## src/rtl/vend_ledger.sv

```systemverilog
// -----------------------------------------------------------------------------
// vend_ledger
//   Stock, sales and payment ledger for the vending machine. Keeps a stock and
//   sold counter per product channel, accepts single-cycle commands from the
//   front-end controller, collects coins, commits a sale once it is fully paid
//   and then pays the change out one coin per cycle.
//
//   Optional feature macro: VEND_AUDIT_EN
//     defined   : o_err_cnt counts rejected commands (saturating at 255),
//                 cleared by reset and by CLEAR.
//     undefined : o_err_cnt is tied to 0.
//
// Ports
//   i_clk          system clock, rising edge
//   i_rst_n        synchronous active-low reset
//   i_cmd_valid    command strobe, taken when o_cmd_ready=1
//   i_cmd_op       0 SELECT 1 QTY_UP 2 QTY_DN 3 COIN 4 CANCEL 5 RESTOCK 6 CLEAR
//   i_cmd_arg      item id / coin value / restock count
//   o_cmd_ready    high in IDLE and COLLECT
//   o_rsp_ack      pulse: previous accepted command succeeded
//   o_rsp_err      pulse: previous accepted command rejected
//   o_sel_id       selected item
//   o_sel_qty      purchase quantity
//   o_sel_stock    stock of the selected item
//   o_sel_sold     sold count of the selected item
//   o_sold_out     selected item has no stock
//   o_due          quantity * price of the selected item
//   o_paid         coins inserted in this transaction
//   o_sale_total   cumulative revenue, saturating
//   o_chg_valid    change coin ejected this cycle
//   o_chg_coin     value of the ejected coin (10/5/2/1)
//   o_busy         paying out change
//   o_err_cnt      audit counter of rejected commands
// -----------------------------------------------------------------------------
module vend_ledger #(
    parameter int NUM_ITEMS  = 4,
    parameter int CNT_W      = 4,
    parameter int BASE_PRICE = 3,
    parameter int MONEY_W    = 7,
    parameter int SALE_W     = 10,
    localparam int IDW       = (NUM_ITEMS > 1) ? $clog2(NUM_ITEMS) : 1
) (
    input  logic               i_clk,
    input  logic               i_rst_n,
    input  logic               i_cmd_valid,
    input  logic [2:0]         i_cmd_op,
    input  logic [7:0]         i_cmd_arg,
    output logic               o_cmd_ready,
    output logic               o_rsp_ack,
    output logic               o_rsp_err,
    output logic [IDW-1:0]     o_sel_id,
    output logic [CNT_W-1:0]   o_sel_qty,
    output logic [CNT_W-1:0]   o_sel_stock,
    output logic [CNT_W-1:0]   o_sel_sold,
    output logic               o_sold_out,
    output logic [MONEY_W-1:0] o_due,
    output logic [MONEY_W-1:0] o_paid,
    output logic [SALE_W-1:0]  o_sale_total,
    output logic               o_chg_valid,
    output logic [3:0]         o_chg_coin,
    output logic               o_busy,
    output logic [7:0]         o_err_cnt
);

    localparam int CNT_MAX = (1 << CNT_W) - 1;
    localparam int PROD_W  = MONEY_W + CNT_W + 1;

    localparam logic [2:0] OP_SELECT  = 3'd0;
    localparam logic [2:0] OP_QTY_UP  = 3'd1;
    localparam logic [2:0] OP_QTY_DN  = 3'd2;
    localparam logic [2:0] OP_COIN    = 3'd3;
    localparam logic [2:0] OP_CANCEL  = 3'd4;
    localparam logic [2:0] OP_RESTOCK = 3'd5;
    localparam logic [2:0] OP_CLEAR   = 3'd6;

    typedef enum logic [1:0] {
        S_IDLE    = 2'd0,
        S_COLLECT = 2'd1,
        S_CHANGE  = 2'd2
    } state_t;

    function automatic logic [MONEY_W-1:0] price(input logic [IDW-1:0] id);
        return MONEY_W'(BASE_PRICE + int'(id));
    endfunction

    function automatic logic [CNT_W-1:0] sat_cnt_add(input logic [CNT_W-1:0] a,
                                                     input logic [CNT_W-1:0] b);
        logic [CNT_W:0] sum;
        sum = {1'b0, a} + {1'b0, b};
        return sum[CNT_W] ? CNT_W'(CNT_MAX) : sum[CNT_W-1:0];
    endfunction

    function automatic logic [SALE_W-1:0] sat_sale_add(input logic [SALE_W-1:0]  a,
                                                       input logic [MONEY_W-1:0] b);
        logic [SALE_W:0] sum;
        sum = {1'b0, a} + (SALE_W+1)'(b);
        return sum[SALE_W] ? {SALE_W{1'b1}} : sum[SALE_W-1:0];
    endfunction

    // Greedy denomination choice; with 10/5/2/1 this always yields the exact
    // remaining amount.
    function automatic logic [3:0] largest_coin(input logic [MONEY_W-1:0] rem);
        if (int'(rem) >= 10)     return 4'd10;
        else if (int'(rem) >= 5) return 4'd5;
        else if (int'(rem) >= 2) return 4'd2;
        else if (int'(rem) >= 1) return 4'd1;
        else                     return 4'd0;
    endfunction

    state_t             r_state;
    logic [CNT_W-1:0]   r_stock [NUM_ITEMS];
    logic [CNT_W-1:0]   r_sold  [NUM_ITEMS];
    logic [IDW-1:0]     r_sel_id;
    logic [CNT_W-1:0]   r_sel_qty;
    logic [MONEY_W-1:0] r_paid;
    logic [SALE_W-1:0]  r_sale_total;
    logic [MONEY_W-1:0] r_chg_rem;
    logic               r_rsp_ack;
    logic               r_rsp_err;

    state_t             w_state_nxt;
    logic [CNT_W-1:0]   w_stock_nxt [NUM_ITEMS];
    logic [CNT_W-1:0]   w_sold_nxt  [NUM_ITEMS];
    logic [IDW-1:0]     w_sel_id_nxt;
    logic [CNT_W-1:0]   w_sel_qty_nxt;
    logic [MONEY_W-1:0] w_paid_nxt;
    logic [SALE_W-1:0]  w_sale_nxt;
    logic [MONEY_W-1:0] w_rem_nxt;
    logic               w_ack_nxt;
    logic               w_err_nxt;

    logic               w_accept;
    logic               w_clear;
    logic               w_commit;
    logic [IDW-1:0]     w_arg_id;
    logic [MONEY_W-1:0] w_price;
    logic [PROD_W-1:0]  w_due_full;
    logic [PROD_W-1:0]  w_due_up_full;
    logic [MONEY_W-1:0] w_due;
    logic [CNT_W-1:0]   w_cur_stock;
    logic [CNT_W-1:0]   w_left_stock;
    logic [8:0]         w_restock_sum;
    logic [MONEY_W:0]   w_coin_sum;
    logic               w_coin_ok;
    logic [3:0]         w_chg_coin;

    assign o_cmd_ready = (r_state != S_CHANGE);
    assign w_accept    = i_cmd_valid && o_cmd_ready;
    assign w_clear     = w_accept && (r_state == S_IDLE) && (i_cmd_op == OP_CLEAR);
    assign w_arg_id    = i_cmd_arg[IDW-1:0];
    assign w_cur_stock = r_stock[r_sel_id];
    assign w_price     = price(r_sel_id);

    // Products are formed wide so that QTY_UP can see whether the next
    // quantity would push the due amount past the MONEY_W range.
    assign w_due_full    = PROD_W'(r_sel_qty) * PROD_W'(w_price);
    assign w_due_up_full = (PROD_W'(r_sel_qty) + PROD_W'(1)) * PROD_W'(w_price);
    assign w_due         = w_due_full[MONEY_W-1:0];

    assign w_restock_sum = 9'(w_cur_stock) + {1'b0, i_cmd_arg};
    assign w_coin_sum    = {1'b0, r_paid} + (MONEY_W+1)'(i_cmd_arg);
    assign w_coin_ok     = ((i_cmd_arg == 8'd1) || (i_cmd_arg == 8'd2) ||
                            (i_cmd_arg == 8'd5) || (i_cmd_arg == 8'd10)) &&
                           !w_coin_sum[MONEY_W];

    assign w_commit     = (r_state == S_COLLECT) && (r_paid >= w_due);
    assign w_left_stock = w_cur_stock - r_sel_qty;
    assign w_chg_coin   = largest_coin(r_chg_rem);

    always_comb begin
        w_state_nxt   = r_state;
        w_stock_nxt   = r_stock;
        w_sold_nxt    = r_sold;
        w_sel_id_nxt  = r_sel_id;
        w_sel_qty_nxt = r_sel_qty;
        w_paid_nxt    = r_paid;
        w_sale_nxt    = r_sale_total;
        w_rem_nxt     = r_chg_rem;
        w_ack_nxt     = 1'b0;
        w_err_nxt     = 1'b0;

        case (r_state)
            S_IDLE: begin
                if (w_accept) begin
                    w_err_nxt = 1'b1;
                    case (i_cmd_op)
                        OP_SELECT: begin
                            if (int'(i_cmd_arg) < NUM_ITEMS) begin
                                w_err_nxt     = 1'b0;
                                w_ack_nxt     = 1'b1;
                                w_sel_id_nxt  = w_arg_id;
                                w_sel_qty_nxt = (r_stock[w_arg_id] != '0) ? CNT_W'(1) : '0;
                            end
                        end
                        OP_QTY_UP: begin
                            if ((r_sel_qty != w_cur_stock) &&
                                (w_due_up_full[PROD_W-1:MONEY_W] == '0)) begin
                                w_err_nxt     = 1'b0;
                                w_ack_nxt     = 1'b1;
                                w_sel_qty_nxt = r_sel_qty + CNT_W'(1);
                            end
                        end
                        OP_QTY_DN: begin
                            if (r_sel_qty > CNT_W'(1)) begin
                                w_err_nxt     = 1'b0;
                                w_ack_nxt     = 1'b1;
                                w_sel_qty_nxt = r_sel_qty - CNT_W'(1);
                            end
                        end
                        OP_COIN: begin
                            if ((r_sel_qty != '0) && w_coin_ok) begin
                                w_err_nxt   = 1'b0;
                                w_ack_nxt   = 1'b1;
                                w_paid_nxt  = w_coin_sum[MONEY_W-1:0];
                                w_state_nxt = S_COLLECT;
                            end
                        end
                        OP_RESTOCK: begin
                            if (int'(w_restock_sum) <= CNT_MAX) begin
                                w_err_nxt = 1'b0;
                                w_ack_nxt = 1'b1;
                                w_stock_nxt[r_sel_id] = w_restock_sum[CNT_W-1:0];
                                // Only lift a zero quantity when there is now
                                // something to sell, so qty never exceeds stock.
                                if ((r_sel_qty == '0) && (w_restock_sum != 9'd0))
                                    w_sel_qty_nxt = CNT_W'(1);
                            end
                        end
                        OP_CLEAR: begin
                            w_err_nxt = 1'b0;
                            w_ack_nxt = 1'b1;
                        end
                        OP_CANCEL: begin
                            w_err_nxt = 1'b0;
                            w_ack_nxt = 1'b1;
                        end
                        default: ;
                    endcase
                end
            end

            S_COLLECT: begin
                if (w_commit) begin
                    // Commit wins over any command presented in the same cycle.
                    w_err_nxt             = w_accept;
                    w_stock_nxt[r_sel_id] = w_left_stock;
                    w_sold_nxt[r_sel_id]  = sat_cnt_add(r_sold[r_sel_id], r_sel_qty);
                    w_sale_nxt            = sat_sale_add(r_sale_total, w_due);
                    w_rem_nxt             = r_paid - w_due;
                    w_paid_nxt            = '0;
                    w_sel_qty_nxt         = (w_left_stock != '0) ? CNT_W'(1) : '0;
                    w_state_nxt           = (r_paid != w_due) ? S_CHANGE : S_IDLE;
                end else if (w_accept) begin
                    w_err_nxt = 1'b1;
                    if (i_cmd_op == OP_COIN) begin
                        if (w_coin_ok) begin
                            w_err_nxt  = 1'b0;
                            w_ack_nxt  = 1'b1;
                            w_paid_nxt = w_coin_sum[MONEY_W-1:0];
                        end
                    end else if (i_cmd_op == OP_CANCEL) begin
                        w_err_nxt   = 1'b0;
                        w_ack_nxt   = 1'b1;
                        w_rem_nxt   = r_paid;
                        w_paid_nxt  = '0;
                        w_state_nxt = (r_paid != '0) ? S_CHANGE : S_IDLE;
                    end
                end
            end

            S_CHANGE: begin
                w_rem_nxt = r_chg_rem - MONEY_W'(w_chg_coin);
                if (w_rem_nxt == '0)
                    w_state_nxt = S_IDLE;
            end

            default: w_state_nxt = S_IDLE;
        endcase

        if (w_clear) begin
            for (int i = 0; i < NUM_ITEMS; i++) begin
                w_stock_nxt[i] = '0;
                w_sold_nxt[i]  = '0;
            end
            w_sale_nxt    = '0;
            w_sel_qty_nxt = '0;
        end
    end

    always_ff @(posedge i_clk) begin
        if (!i_rst_n) begin
            r_state      <= S_IDLE;
            for (int i = 0; i < NUM_ITEMS; i++) begin
                r_stock[i] <= '0;
                r_sold[i]  <= '0;
            end
            r_sel_id     <= '0;
            r_sel_qty    <= '0;
            r_paid       <= '0;
            r_sale_total <= '0;
            r_chg_rem    <= '0;
            r_rsp_ack    <= 1'b0;
            r_rsp_err    <= 1'b0;
        end else begin
            r_state      <= w_state_nxt;
            r_stock      <= w_stock_nxt;
            r_sold       <= w_sold_nxt;
            r_sel_id     <= w_sel_id_nxt;
            r_sel_qty    <= w_sel_qty_nxt;
            r_paid       <= w_paid_nxt;
            r_sale_total <= w_sale_nxt;
            r_chg_rem    <= w_rem_nxt;
            r_rsp_ack    <= w_ack_nxt;
            r_rsp_err    <= w_err_nxt;
        end
    end

`ifdef VEND_AUDIT_EN
    logic [7:0] r_err_cnt;

    always_ff @(posedge i_clk) begin
        if (!i_rst_n)
            r_err_cnt <= '0;
        else if (w_clear)
            r_err_cnt <= '0;
        else if (w_err_nxt && (r_err_cnt != 8'hFF))
            r_err_cnt <= r_err_cnt + 8'd1;
    end

    assign o_err_cnt = r_err_cnt;
`else
    assign o_err_cnt = 8'd0;
`endif

    assign o_rsp_ack    = r_rsp_ack;
    assign o_rsp_err    = r_rsp_err;
    assign o_sel_id     = r_sel_id;
    assign o_sel_qty    = r_sel_qty;
    assign o_sel_stock  = w_cur_stock;
    assign o_sel_sold   = r_sold[r_sel_id];
    assign o_sold_out   = (w_cur_stock == '0);
    assign o_due        = w_due;
    assign o_paid       = r_paid;
    assign o_sale_total = r_sale_total;
    assign o_busy       = (r_state == S_CHANGE);
    assign o_chg_valid  = (r_state == S_CHANGE);
    assign o_chg_coin   = (r_state == S_CHANGE) ? w_chg_coin : 4'd0;

endmodule

```

## config.mk

```make
export PLATFORM = sky130hd
export DESIGN_NAME = vend_ledger
export DESIGN_NICKNAME = d
export VERILOG_FILES = /design/src/rtl/vend_ledger.sv
export SDC_FILE = /design/constraint.sdc
export NUM_CORES = 1
export LEC_CHECK = 0
export ABC_CLOCK_PERIOD_IN_PS = 5500
export CAP_MARGIN = 20
export CORE_AREA = 8 8 110 112
export DETAILED_ROUTE_END_ITERATION = 8
export DIE_AREA = 0 0 118 120
export PLACE_DENSITY = 0.89
export SYNTH_ARGS = -nofsm -noshare
export SYNTH_HDL_FRONTEND = slang
export SYNTH_SLANG_ARGS = --single-unit
export TNS_END_PERCENT = 30
```

## constraint.sdc

```tcl
create_clock -name i_clk -period 5.5 [get_ports i_clk]
set_input_delay 0.825 -clock i_clk [delete_from_list [all_inputs] [get_ports i_clk]]
set_output_delay 0.825 -clock i_clk [all_outputs]
set_load 0.005 [all_outputs]
```

; Word level (Yosys, flattened, before mapping)
; Index checks and enable logic that the tools add are counted.
[classes]
reduce_logical = 35
n_bitwise = 3
n_mul = 2
n_eq_ne = 33
n_mux = 88
n_addsub = 11
magnitude_cmp = 11
[op_table]
columns = operator, count
row1 = $mux 7, 12
row2 = $mux 4, 17
row3 = $mux 16, 4
row4 = $bwmux 16, 3
row5 = $pmux 16 s2, 1
row6 = $pmux 7 s2, 2
row7 = $mux 1, 25
row8 = $bmux 4 s2, 3
row9 = $mux 2, 11
row10 = $ne 3x3->1 const B, 7
row11 = $pmux 4 s4, 1
row12 = $reduce_and 7->1, 2
row13 = $pmux 1 s6, 2
row14 = $reduce_bool 4->1, 3
row15 = $add 10x7->11, 1
row16 = $mux 10, 1
row17 = $ne 2x1->1 const B, 5
row18 = $add 4x8->9, 1
row19 = $eq 3x3->1 const B, 3
row20 = $le 9x4->1 const B, 1
row21 = $logic_and 1x1->1, 9
row22 = $reduce_and 9->1, 1
row23 = $reduce_bool 9->1, 1
row24 = $add 7x8->8, 1
row25 = other kinds (54), 66
[word_totals]
register_bits = 66
in_bits = 14
elab_cells = 199
output_inout_bits = 56

; Depth between registers and ports, before layout
; Gate-level depths: netlist (run 1).
[depth]
depth_word = 12
depth_mapped = 24
mapped_depth_nobuf = 21

; Worst setup path after synthesis (run 1)
; Ideal clock, no wire load.
[synth_path]
path_type = register -> register
startpoint = register r_sel_id[0], in the netlist o_sel_id[0]
endpoint = register r_chg_rem[5]
path_buffers = 3
synth_period_minus_slack_ps = 5114
setup_ps = 116
required_time_ps = 5384
slack_ps = 386
t_arrival_ps = 4997
path_stages_with_launch = 24
path_cell_list = dfxtp_1 clkbuf_1 inv_1 ha_1 clkbuf_1 nand2b_1 fa_1 inv_1 ha_1 inv_1 fa_1 nor2b_1 o21ai_0 nand2b_1 inv_1 ha_1 nand3_1 nor2_1 o41a_4 a221oi_4 nand3_2 o21a_1 buf_6 a41o_1
[synth_via]
elab_chain_len = 6
word_cells_on_any_way = 11
classes_between = add/sub: 2 / mul: 1 / order compare: 1 / eq/ne: 3 / mux: 2 / reduce/logical: 2
[synth_lines]
columns = element, line
row1 = start: declaration, 113  ; logic [IDW-1:0] r_sel_id;
row2 = start signal: assignment, 308  ; r_sel_id <= w_sel_id_nxt;
row3 = $add 2x2->3 *, 83  ; return MONEY_W'(BASE_PRICE + int'(id));
row4 = $mul 4x3->7 *, 156  ; assign w_due_full = PROD_W'(r_sel_qty) * PROD_W'(w_price);
row5 = net o_due[6], 56  ; output logic [MONEY_W-1:0] o_due,
row6 = $ge 7x7->1 *, 166  ; assign w_commit = (r_state == S_COLLECT) && (r_paid >= w_due);
row7 = $logic_and 1x1->1 *, 166
row8 = $ne 3x2->1 (no line) (tied with other cells), -
row9 = $reduce_and 4->1 (no line) or $pmux 7 s2 (tied branches), -
row10 = end signal: assignment, 312  ; r_chg_rem <= w_rem_nxt;
row11 = end: declaration, 117  ; logic [MONEY_W-1:0] r_chg_rem;
; Mark *: on every way through the listed nets, which the timed path passes. The rest lies on a longest branch.
; A chain may end at the register's enable or synchronous reset.

; Worst setup path after layout (run 1)
[layout_path]
startpoint = register r_sel_id[0], in the netlist o_sel_id[0]
endpoint = register r_stock[9] (netlist name)
[layout_via]
elab_chain_len = 10
word_cells_on_any_way = 26
classes_between = add/sub: 3 / mul: 1 / order compare: 4 / eq/ne: 2 / mux: 12 / bitwise: 1 / reduce/logical: 3
[layout_lines]
columns = element, line
row1 = branches (longest 10 deep; another with $mul 4x3->7), -
row2 = end signal: assignment, 306  ; r_stock <= w_stock_nxt;
row3 = end: declaration, 111  ; logic [CNT_W-1:0] r_stock [NUM_ITEMS];
; Parallel ways; which one is timed is not known. The select of a mux whose other input is x is not followed.

==> results of run 1 <==
## flip-flops by register name (all words and copies together) (netlist names)
signal,cells
o_rsp_ack,1
r_chg_rem,7
r_sold,16
o_paid,7
o_sale_total,10
o_sel_qty,4
o_sel_id,2
o_rsp_err,1
r_stock,16
r_state,2
## tightest hold or removal path, stage by stage, from the launching register on
cell	delay, ns
dfxtp_1	0.33
nand2_1	0.06
o21ai_1	0.05
## cells in the mapped netlist (all sizes together), types with 16 or more instances
master,n
inv,45
ha,55
clkbuf,21
o21ai,33
dfxtp,66
nand2,69
buf,21
mux2i,33
a21oi,40
nor2,52
nand3,27
nand2b,16
## layout by cell type, fill, tap and decap left out, types with 12 or more instances in the layout
cell type        instances
dfxtp_1                 66
xor2_1                  12
clkdlybuf4s50_1         61
nor2_1                  51
o21ai_1                 14
a21oi_1                 38
a21o_1                  14
o211ai_1                12
ha_1                    55
mux2i_1                 33
nand3_1                 26
inv_1                   45
fa_1                    13
nand2b_1                16
xnor2_1                 14
nand2_1                 68
o21ai_0                 18
## stage by stage
stage,power [mW],worst slack (ns),utilization [%],hold WS (ns)
2_1_floorplan,0.583,0.386,-,0.433
3_3_place_gp,0.619,0.682,61.2,0.449
3_5_place_dp,0.623,0.433,61.2,0.460
4_1_cts,1.09,0.384,63.3,0.471
5_1_grt,1.13,0.101,63.4,0.492
6_report,1.09,0.404,63.4,0.476
## final timing paths
check,end,slack [ns],cells after the start
setup / recovery,r_stock[9],0.40,21
setup reg to reg,r_stock[9],0.40,21
hold / removal,r_stock[5],0.48,2
hold reg to reg,r_stock[5],0.48,2
## kinds of logic after synthesis
family                   Yosys count  synth area share (%)
flip-flops                        66                  22.7
buffers and inverters             87                  7.43
multiplexers                      41                  8.79
AO/OA/AOI/OAI                    162                  19.6
adder cells (fa/ha/maj)           71                  16.8
other                              1                0.0646
AND/OR/NAND/NOR                  231                  20.0
XOR/XNOR                          28                  4.48
## cell type report
type	instances	area, sq um
multi-input combinational	542	4100
fill	886	3840
sequential	66	1320
timing repair buffer	70	678
tap	140	175
inverter	45	169
clock buffer	9	124
clock inverter	7	101
## routing by layer
layer	global-route usage, %	vias to the layer above	routed length (microns)
met5	0	-	0
met2	38.7	246	7940
li1	-	2531	-
met3	5.87	49	1260
met1	25.5	2629	6420
met4	12.0	0	445
## power by group through the flow
stage | registers, mW | clock network, mW | logic, mW
global route | 0.482 | 0.501 | 0.146
CTS | 0.482 | 0.480 | 0.131
global placement | 0.493 | 0 | 0.126
finish | 0.482 | 0.474 | 0.134
floorplan | 0.493 | 0 | 0.0899
detailed placement | 0.493 | 0 | 0.130
==> flow_metrics.py, run 1 <==
metrics = {
    "outcome": {
        "status": "finished clean",
    },
    "synth": {
        "yosysSeqAreaShare_pct": 22.7,
        "synthDistinctLibCells": 65,
        "synth_flop_cell": "dfxtp_1",
        "async_flop_share_pct": 0,
        "yosysTopAreaCell": "dfxtp_1",
        "ys_ff_latch": 66,
        "synth_cells": 687,
        "synth_area_leaders": "dfxtp_1 (23%), ha_1 (12%), mux2i_1 (5.7%)",
        "netlist.area_leader.share_pct": 22.7,
        "syn_avg_cell_area_sq_um": 8.45,
        "synthesis.area_sq_um": 5810,
        "synth_edf_count": 0,
        "yosys_warnings": 0,
    },
    "drt": {
        "wl_microns": 16100,
        "drc": 0,
        "viasPerCell": 6.21,
        "ant_nets": 0,
        "drt_iter0_drc": 452,
        "dr.pass1.iters": 4,
        "vias": 5455,
        "routedWlPerCell_microns": 18.3,
    },
    "sta": {
        "rsz0062_at_grt": "no",
        "setup_viol": 0,
        "period_share_pct": 92.7,
        "hold_viol_final": 0,
        "post-route-min-period_ns": 5.10,
        "maxSlewHeadroom_pct": 45.6,
        "timing.fmax_ghz": 0.196,
        "tightest_slew_ns": 0.814,
        "finClkSkew_ns": 0.0143,
        "drv_slew": 0,
        "setup_tns_ns": 0,
    },
    "worst_setup_path": {
        "path_max_fanout": 9,
        "cp-end-kind": "register",
        "timing.rr.start": "o_sel_id[0]",
        "cpMostUsedCell": "inv_1",
        "required_ns": 5.75,
        "crit_arrival_ns": 5.35,
        "crit_slowest_cell": "fa_1",
        "crit_family": "adder cells",
        "path_class": "reg2reg",
        "cp_cell_sequence": "inv_1 > ha_1 > nand2b_1 > fa_1 > inv_1 > ha_1 > inv_1 > fa_1 > nor2b_1 > o21ai_0 > nand2b_1 > inv_1 > ha_1 > nand3_1 > nor2_1 > o41a_4 > a221oi_4 > a31oi_1 > and2_1 > nand3_1 > o21ai_1",
        "critical_path_buf_inv_count": 4,
        "cp-start-kind": "register",
        "max_stage_delay_ns": 0.48,
        "worstSetupStartpoint": "o_sel_id[0]",
    },
    "floorplanning": {
        "core_area_sq_um": 10500,
        "io_pins": 70,
        "die_area_sq_um": 14200,
        "die_h_microns": 120,
        "row_count": 38,
        "start_util_pct": 55.3,
        "die_w_microns": 118,
    },
    "clocking": {
        "path_clk_slew_ns": 0.08,
        "ctsHtreeMaxLevel": 3,
        "clock_latency_ns": 0.38,
        "numCtsBuffers": 9,
        "ctsLongestPathBuffers": 2,
        "cts-resized-gates": 0,
        "tritoncts": "done",
        "cts_hold_buf": 0,
        "clock_sinks": 66,
        "post_cts_buffers": 0,
        "root_buffer": "clkbuf_8",
    },
    "cells_and_area": {
        "stdcell_count": 879,
        "stdcell_area_sq_um": 6660,
        "diodes": 0,
        "areaGrowthSynthToFinish_pct": 14.7,
        "nNetsFinal": 816,
        "drive_above_1_share_pct": 8.39,
    },
    "placement": {
        "globalplace.congestion": 0.986,
        "dp_hpwl_microns": 12200,
        "dp.cells": 862,
        "place_area_sq_um": 6430,
        "io_buffers": 61,
    },
    "power": {
        "seq_power_share_pct": 44.2,
        "p_int_uw": 790,
        "ir_worst_vdd_v": 0.000196,
        "combinationalPowerShare_pct": 12.3,
        "p_clk_share_pct": 43.5,
        "p_leak_nw": 2.73,
        "switchingPower_uw": 299,
        "sw_frac_of_total_pct": 27.4,
        "p_per_area_nw_per_um2": 163,
    },
    "global_routing": {
        "grt_overflow": 0,
        "grt_max_degree": 41,
        "grt_pass1_vias": 5527,
        "grt_pass1_wl_microns": 26300,
        "global_route.usage.total_pct": 22.6,
        "antenna_found_initial": 0,
    },
    "job": {
        "drv_cap": 0,
    },
    "min_path": {
        "min_path_type": "reg2reg",
        "worstHoldStart": "r_stock[5]",
    },
}
Note: power is estimated with default switching activity, not from simulation.
==> run 2: changes to the inputs <==
- CORE_AREA: 8 8 110 112 -> 2 2 104 106
- DIE_AREA: 0 0 118 120 -> 0 0 106 108
==> run 2 against run 1 <==
Net effect: sequential cell count unchanged; wire length fell by 5.3%; largest power group is now clock; power is 1.2% higher; non-clock buffer count down 1; clock-buffer cell count unchanged; core utilization grew 1.5 points; sequential share of layout area is 0.075 points higher; design area fell by 0.38%; setup slack gained 0.070 ns.
==> flow_metrics.py, run 2 (synthesized netlist as in run 1, its figures left out) <==
metrics = {
    "global_routing": {
        "grt_pass1_vias": 5253,
        "grt_pass1_wl_microns": 25200,
        "use_met2_pct": 47.8,
        "grt_max_degree": 41,
        "antenna_found_initial": 0,
        "global_route.usage.total_pct": 27.5,
        "grt_overflow": 0,
        "grt.met3_usage_pct": 4.64,
        "busiest_layer": "met2",
        "met1_usage_pct": 33.9,
    },
    "cells_and_area": {
        "final_core_util_pct": 64.9,
        "nNetsFinal": 814,
        "multiInputGateArea_sq_um": 4080,
        "final-seq-area_sq_um": 1320,
        "nFillCells": 838,
        "mostFrequentLayoutCells": "nand2_1 (68), dfxtp_1 (66), clkdlybuf4s50_1 (61), ha_1 (55), nor2_1 (51)",
        "areaGrowthSynthToFinish_pct": 14.3,
        "final_common_cell": "nand2_1",
        "diodes": 0,
        "drive_above_1_share_pct": 8.14,
        "stdcell_count": 873,
    },
    "power": {
        "sw_frac_of_total_pct": 28.2,
        "ir_worst_vdd_v": 0.000146,
        "p_int_uw": 792,
        "p_clk_share_pct": 44.3,
        "p_leak_nw": 2.73,
        "switchingPower_uw": 311,
        "p_per_area_nw_per_um2": 166,
        "seq_power_share_pct": 43.7,
        "combinationalPowerShare_pct": 12.0,
    },
    "clocking": {
        "cts-resized-gates": 0,
        "numCtsBuffers": 9,
        "ctsHtreeMaxLevel": 3,
        "path_clk_slew_ns": 0.09,
        "cts_hold_buf": 0,
        "ctsLongestPathBuffers": 2,
        "root_buffer": "clkbuf_8",
        "clock_sinks": 66,
        "tritoncts": "done",
        "post_cts_buffers": 0,
        "clock_latency_ns": 0.36,
    },
    "placement": {
        "dp_slack_ns": 0.534,
        "globalplace.congestion": 0.972,
        "io_buffers": 61,
        "dp.cells": 857,
        "dp_hpwl_microns": 11500,
    },
    "drt": {
        "drc": 0,
        "routedWlPerCell_microns": 17.4,
        "dr.pass1.iters": 5,
        "viasPerCell": 6.09,
        "vias": 5316,
        "wl_microns": 15200,
        "ant_nets": 0,
        "drt_iter0_drc": 349,
    },
    "worst_setup_path": {
        "cp-start-kind": "register",
        "required_ns": 5.76,
        "r2r_cells": 21,
        "r2r-end": "r_chg_rem[5]",
        "crit_arrival_ns": 5.29,
        "cp-end-kind": "register",
        "path_class": "reg2reg",
        "r2r_setup_slack_ns": 0.47,
        "path_max_fanout": 15,
        "timing.rr.start": "o_sel_id[0]",
    },
    "sta": {
        "period_share_pct": 91.4,
        "hold_viol_final": 0,
        "finClkSkew_ns": 0.0131,
        "rsz0062_at_grt": "no",
        "post-route-min-period_ns": 5.03,
        "setup_viol": 0,
        "tightest_slew_ns": 0.866,
        "maxSlewHeadroom_pct": 42.1,
        "fin_ws_ns": 0.474,
        "timing.fmax_ghz": 0.199,
        "setup_tns_ns": 0,
        "drv_slew": 0,
    },
    "floorplanning": {
        "start_util_pct": 56.8,
        "row_count": 37,
        "die_h_microns": 108,
        "core_area_sq_um": 10200,
        "io_pins": 70,
        "die_w_microns": 106,
        "die_area_sq_um": 11400,
    },
    "min_path": {
        "worstHoldStart": "r_stock[13]",
        "whs_path_depth": 2,
        "min_path_type": "reg2reg",
        "min_delay_worst_endpoint": "r_stock[13]",
    },
    "job": {
        "drv_cap": 0,
    },
    "outcome": {
        "status": "finished clean",
    },
}
run 2: changes by cell type in the layout (fill, tap and decap cells not counted), sizes merged:
cell,previous run,this run
a21boi,2,1
clkinv,2,3
clkinvlp,2,0
inv,46,47
buf,9,8
run 2: metal layers:
metal	wire, microns	share of wire, %
met1	6260	41
met2	7540	50
met3	1030	6.8
met4	386	2.5
met5	0	0
run 2: power by group through the flow:
stage | clock (mW) | combinational, mW | sequential, mW
floorplan | 0 | 0.0899 | 0.493
global placement | 0 | 0.125 | 0.493
detailed placement | 0 | 0.129 | 0.493
CTS | 0.493 | 0.130 | 0.482
global route | 0.509 | 0.146 | 0.482
finish | 0.488 | 0.132 | 0.482
run 2: critical path, stage by stage, from the launching register on:
cell and delay, ns:
dfxtp_1 0.33, inv_1 0.11, ha_1 0.41, nand2b_1 0.20, fa_1 0.47, inv_1 0.08
ha_1 0.16, inv_1 0.05, fa_1 0.41, nor2b_1 0.12, o21ai_0 0.08, nand2b_1 0.14
inv_1 0.06, ha_1 0.38, nand3_1 0.11, nor2_1 0.08, o41a_4 0.39, a221oi_4 0.45
a21boi_4 0.22, buf_4 0.23, a211o_1 0.26, a41o_1 0.20
run 2: metrics by stage:
stage / hold WS (ns) / total power [mW] / instance area, sq um
finish: 0.470 / 1.10 / 6640
floorplan: 0.433 / 0.583 / 5830
global route: 0.486 / 1.14 / 6640
CTS: 0.468 / 1.11 / 6640
detailed placement: 0.455 / 0.622 / 6410
global placement: 0.446 / 0.619 / 6410
run 2: worst max-delay path by stage:
stage	from	to
2_1_floorplan	o_sel_id[0]	r_chg_rem[5]
3_3_place_gp	o_sel_id[0]	r_chg_rem[5]
3_5_place_dp	o_sel_id[0]	r_chg_rem[5]
4_1_cts	o_sel_id[0]	r_chg_rem[5]
5_1_grt	o_sel_id[0]	r_chg_rem[3]
6_report	o_sel_id[0]	r_chg_rem[5]
run 2: area by class of cell:
type / count / area share (%)
Tap cell: 136 / 2.56
Clock buffer: 9 / 1.87
Clock inverter: 7 / 1.51
Timing Repair Buffer: 69 / 10.1
Inverter: 45 / 2.54
Multi-Input combinational cell: 541 / 61.5
Sequential cell: 66 / 19.9
==> run 3: changes to the inputs <==
- ABC_CLOCK_PERIOD_IN_PS: 5500 -> 5400
- clock period: 5.5 -> 5.4 ns (I/O delays scaled with it)
==> run 3 against run 2 <==
Net effect: final cell count up 0.11%; setup slack worse by 0.048 ns; die area unchanged; clock-buffer cell count up 1; clock power down 2%; non-clock buffer count up 1; core utilization about the same; sequential cell count unchanged; power about the same.
==> flow_metrics.py, run 3 (synthesized netlist as in run 1, its figures left out) <==
metrics = {
    "floorplanning": {
        "die_area_sq_um": 11400,
        "io_pins": 70,
        "core_area_sq_um": 10200,
        "row_count": 37,
        "start_util_pct": 56.8,
        "die_h_microns": 108,
        "die_w_microns": 106,
    },
    "power": {
        "p_per_area_nw_per_um2": 166,
        "ir_worst_vdd_v": 0.000157,
        "p_leak_nw": 2.72,
    },
    "sta": {
        "hold_viol_final": 0,
        "setup_viol": 0,
        "period_share_pct": 92.1,
        "finClkSkew_ns": 0.00919,
        "rsz0062_at_grt": "no",
        "setup_tns_ns": 0,
        "post-route-min-period_ns": 4.97,
        "drv_slew": 0,
        "tightest_slew_ns": 0.832,
        "maxSlewHeadroom_pct": 44.4,
        "timing.fmax_ghz": 0.201,
    },
    "drt": {
        "routedWlPerCell_microns": 18.1,
        "drt_iter0_drc": 328,
        "ant_nets": 0,
        "viasPerCell": 6.19,
        "dr.pass1.iters": 6,
        "vias": 5409,
        "drc": 0,
        "wl_microns": 15800,
    },
    "worst_setup_path": {
        "r2r-end": "o_sel_qty[1]",
        "path_class": "reg2reg",
        "required_ns": 5.66,
        "max_stage_delay_ns": 0.46,
        "crit_slowest_cell": "fa_1",
        "path_max_fanout": 9,
        "crit_arrival_ns": 5.23,
        "cp-start-kind": "register",
        "cp-end-kind": "register",
        "r2r_cells": 21,
        "cp_cell_sequence": "inv_1 > ha_1 > nand2b_1 > fa_1 > inv_1 > ha_1 > inv_1 > fa_1 > nor2b_1 > o21ai_0 > nand2b_1 > inv_1 > ha_1 > nand3_1 > nor2_1 > o41a_4 > a221oi_4 > nand3_2 > o21ai_1 > nand3_1 > o41ai_1",
        "timing.rr.start": "o_sel_id[0]",
        "cpMostUsedCell": "inv_1",
        "r2r_setup_slack_ns": 0.43,
    },
    "clocking": {
        "post_cts_buffers": 0,
        "path_clk_slew_ns": 0.08,
        "numCtsBuffers": 9,
        "tritoncts": "done",
        "ctsLongestPathBuffers": 2,
        "clock_latency_ns": 0.37,
        "cts-resized-gates": 0,
        "clock_sinks": 66,
        "root_buffer": "clkbuf_8",
        "ctsHtreeMaxLevel": 3,
        "cts_hold_buf": 0,
    },
    "cells_and_area": {
        "final_common_cell": "nand2_1",
        "diodes": 0,
        "mostFrequentLayoutCells": "nand2_1 (68), dfxtp_1 (66), clkdlybuf4s50_1 (61), ha_1 (55), nor2_1 (51)",
        "stdcell_area_sq_um": 6640,
        "drive_above_1_share_pct": 8.13,
        "areaGrowthSynthToFinish_pct": 14.3,
        "nNetsFinal": 815,
    },
    "placement": {
        "globalplace.congestion": 1.02,
        "io_buffers": 61,
        "dp_hpwl_microns": 11800,
        "place_area_sq_um": 6410,
    },
    "global_routing": {
        "grt_pass1_wl_microns": 25700,
        "global_route.usage.total_pct": 28.2,
        "antenna_found_initial": 0,
        "grt_max_degree": 41,
        "grt_pass1_vias": 5343,
        "grt_overflow": 0,
    },
    "job": {
        "drv_cap": 0,
    },
    "min_path": {
        "min_delay_worst_endpoint": "r_stock[13]",
        "worstHoldStart": "r_stock[13]",
        "whs_path_depth": 2,
        "min_path_type": "reg2reg",
    },
    "outcome": {
        "status": "finished clean",
    },
}
==> run 3: critical path: cells and delay by family, from the launching register on <==
| kind | cells | cell delay [ns] |
|---|---|---|
| adders and majority gates | 5 | 1.83 |
| AOI/OAI and AO/OA | 5 | 1.40 |
| buffers and inverters | 4 | 0.29 |
| and+or+nand+nor | 7 | 1.01 |
| DFF | 1 | 0.34 |
==> run 3: worst max path at each step <==
stage,startpoint,endpoint,slack [ns],cells after the start
finish,o_sel_id[0],o_sel_qty[1],0.43,21
global route,o_sel_id[0],r_stock[13],0.08,21
CTS,o_sel_id[0],r_chg_rem[3],0.38,22
detailed placement,o_sel_id[0],r_sold[5],0.41,21
global placement,o_sel_id[0],r_chg_rem[5],0.59,21
floorplan,o_sel_id[0],r_chg_rem[5],0.29,23
==> run 3: layer usage <==
metal  track usage [%]  routed length (microns)
met1              34.2                     6490
met2              49.6                     7880
met3              5.00                     1040
met4              11.9                      398
met5                 0                        0
==> run 3: report_power, final <==
part	leakage, nW	total (mW)	internal, mW	switching, mW
registers	0.532	0.491	0.488	0.00230
clock network	0.107	0.477	0.262	0.215
logic	2.09	0.136	0.0538	0.0819
total	2.72	1.10	0.804	0.299
==> run 3: stage by stage <==
stage	total power, mW	utilization, %	hold WS [ns]	setup WS [ns]	cells
after floorplan	0.593	-	0.433	0.286	694
after global placement	0.629	62.7	0.452	0.588	857
after detailed placement	0.634	62.7	0.462	0.414	857
after CTS	1.10	64.8	0.471	0.381	873
after global routing	1.14	64.9	0.499	0.0837	874
final	1.10	64.9	0.470	0.427	874
==> run 3: area by class of cell <==
cell class	count	area (sq um)
clock buffer	10	128
clock inverter	6	90.1
fill	829	3590
inverter	45	169
multi-input combinational	541	4080
sequential	66	1320
tap	136	170
timing repair buffer	70	678
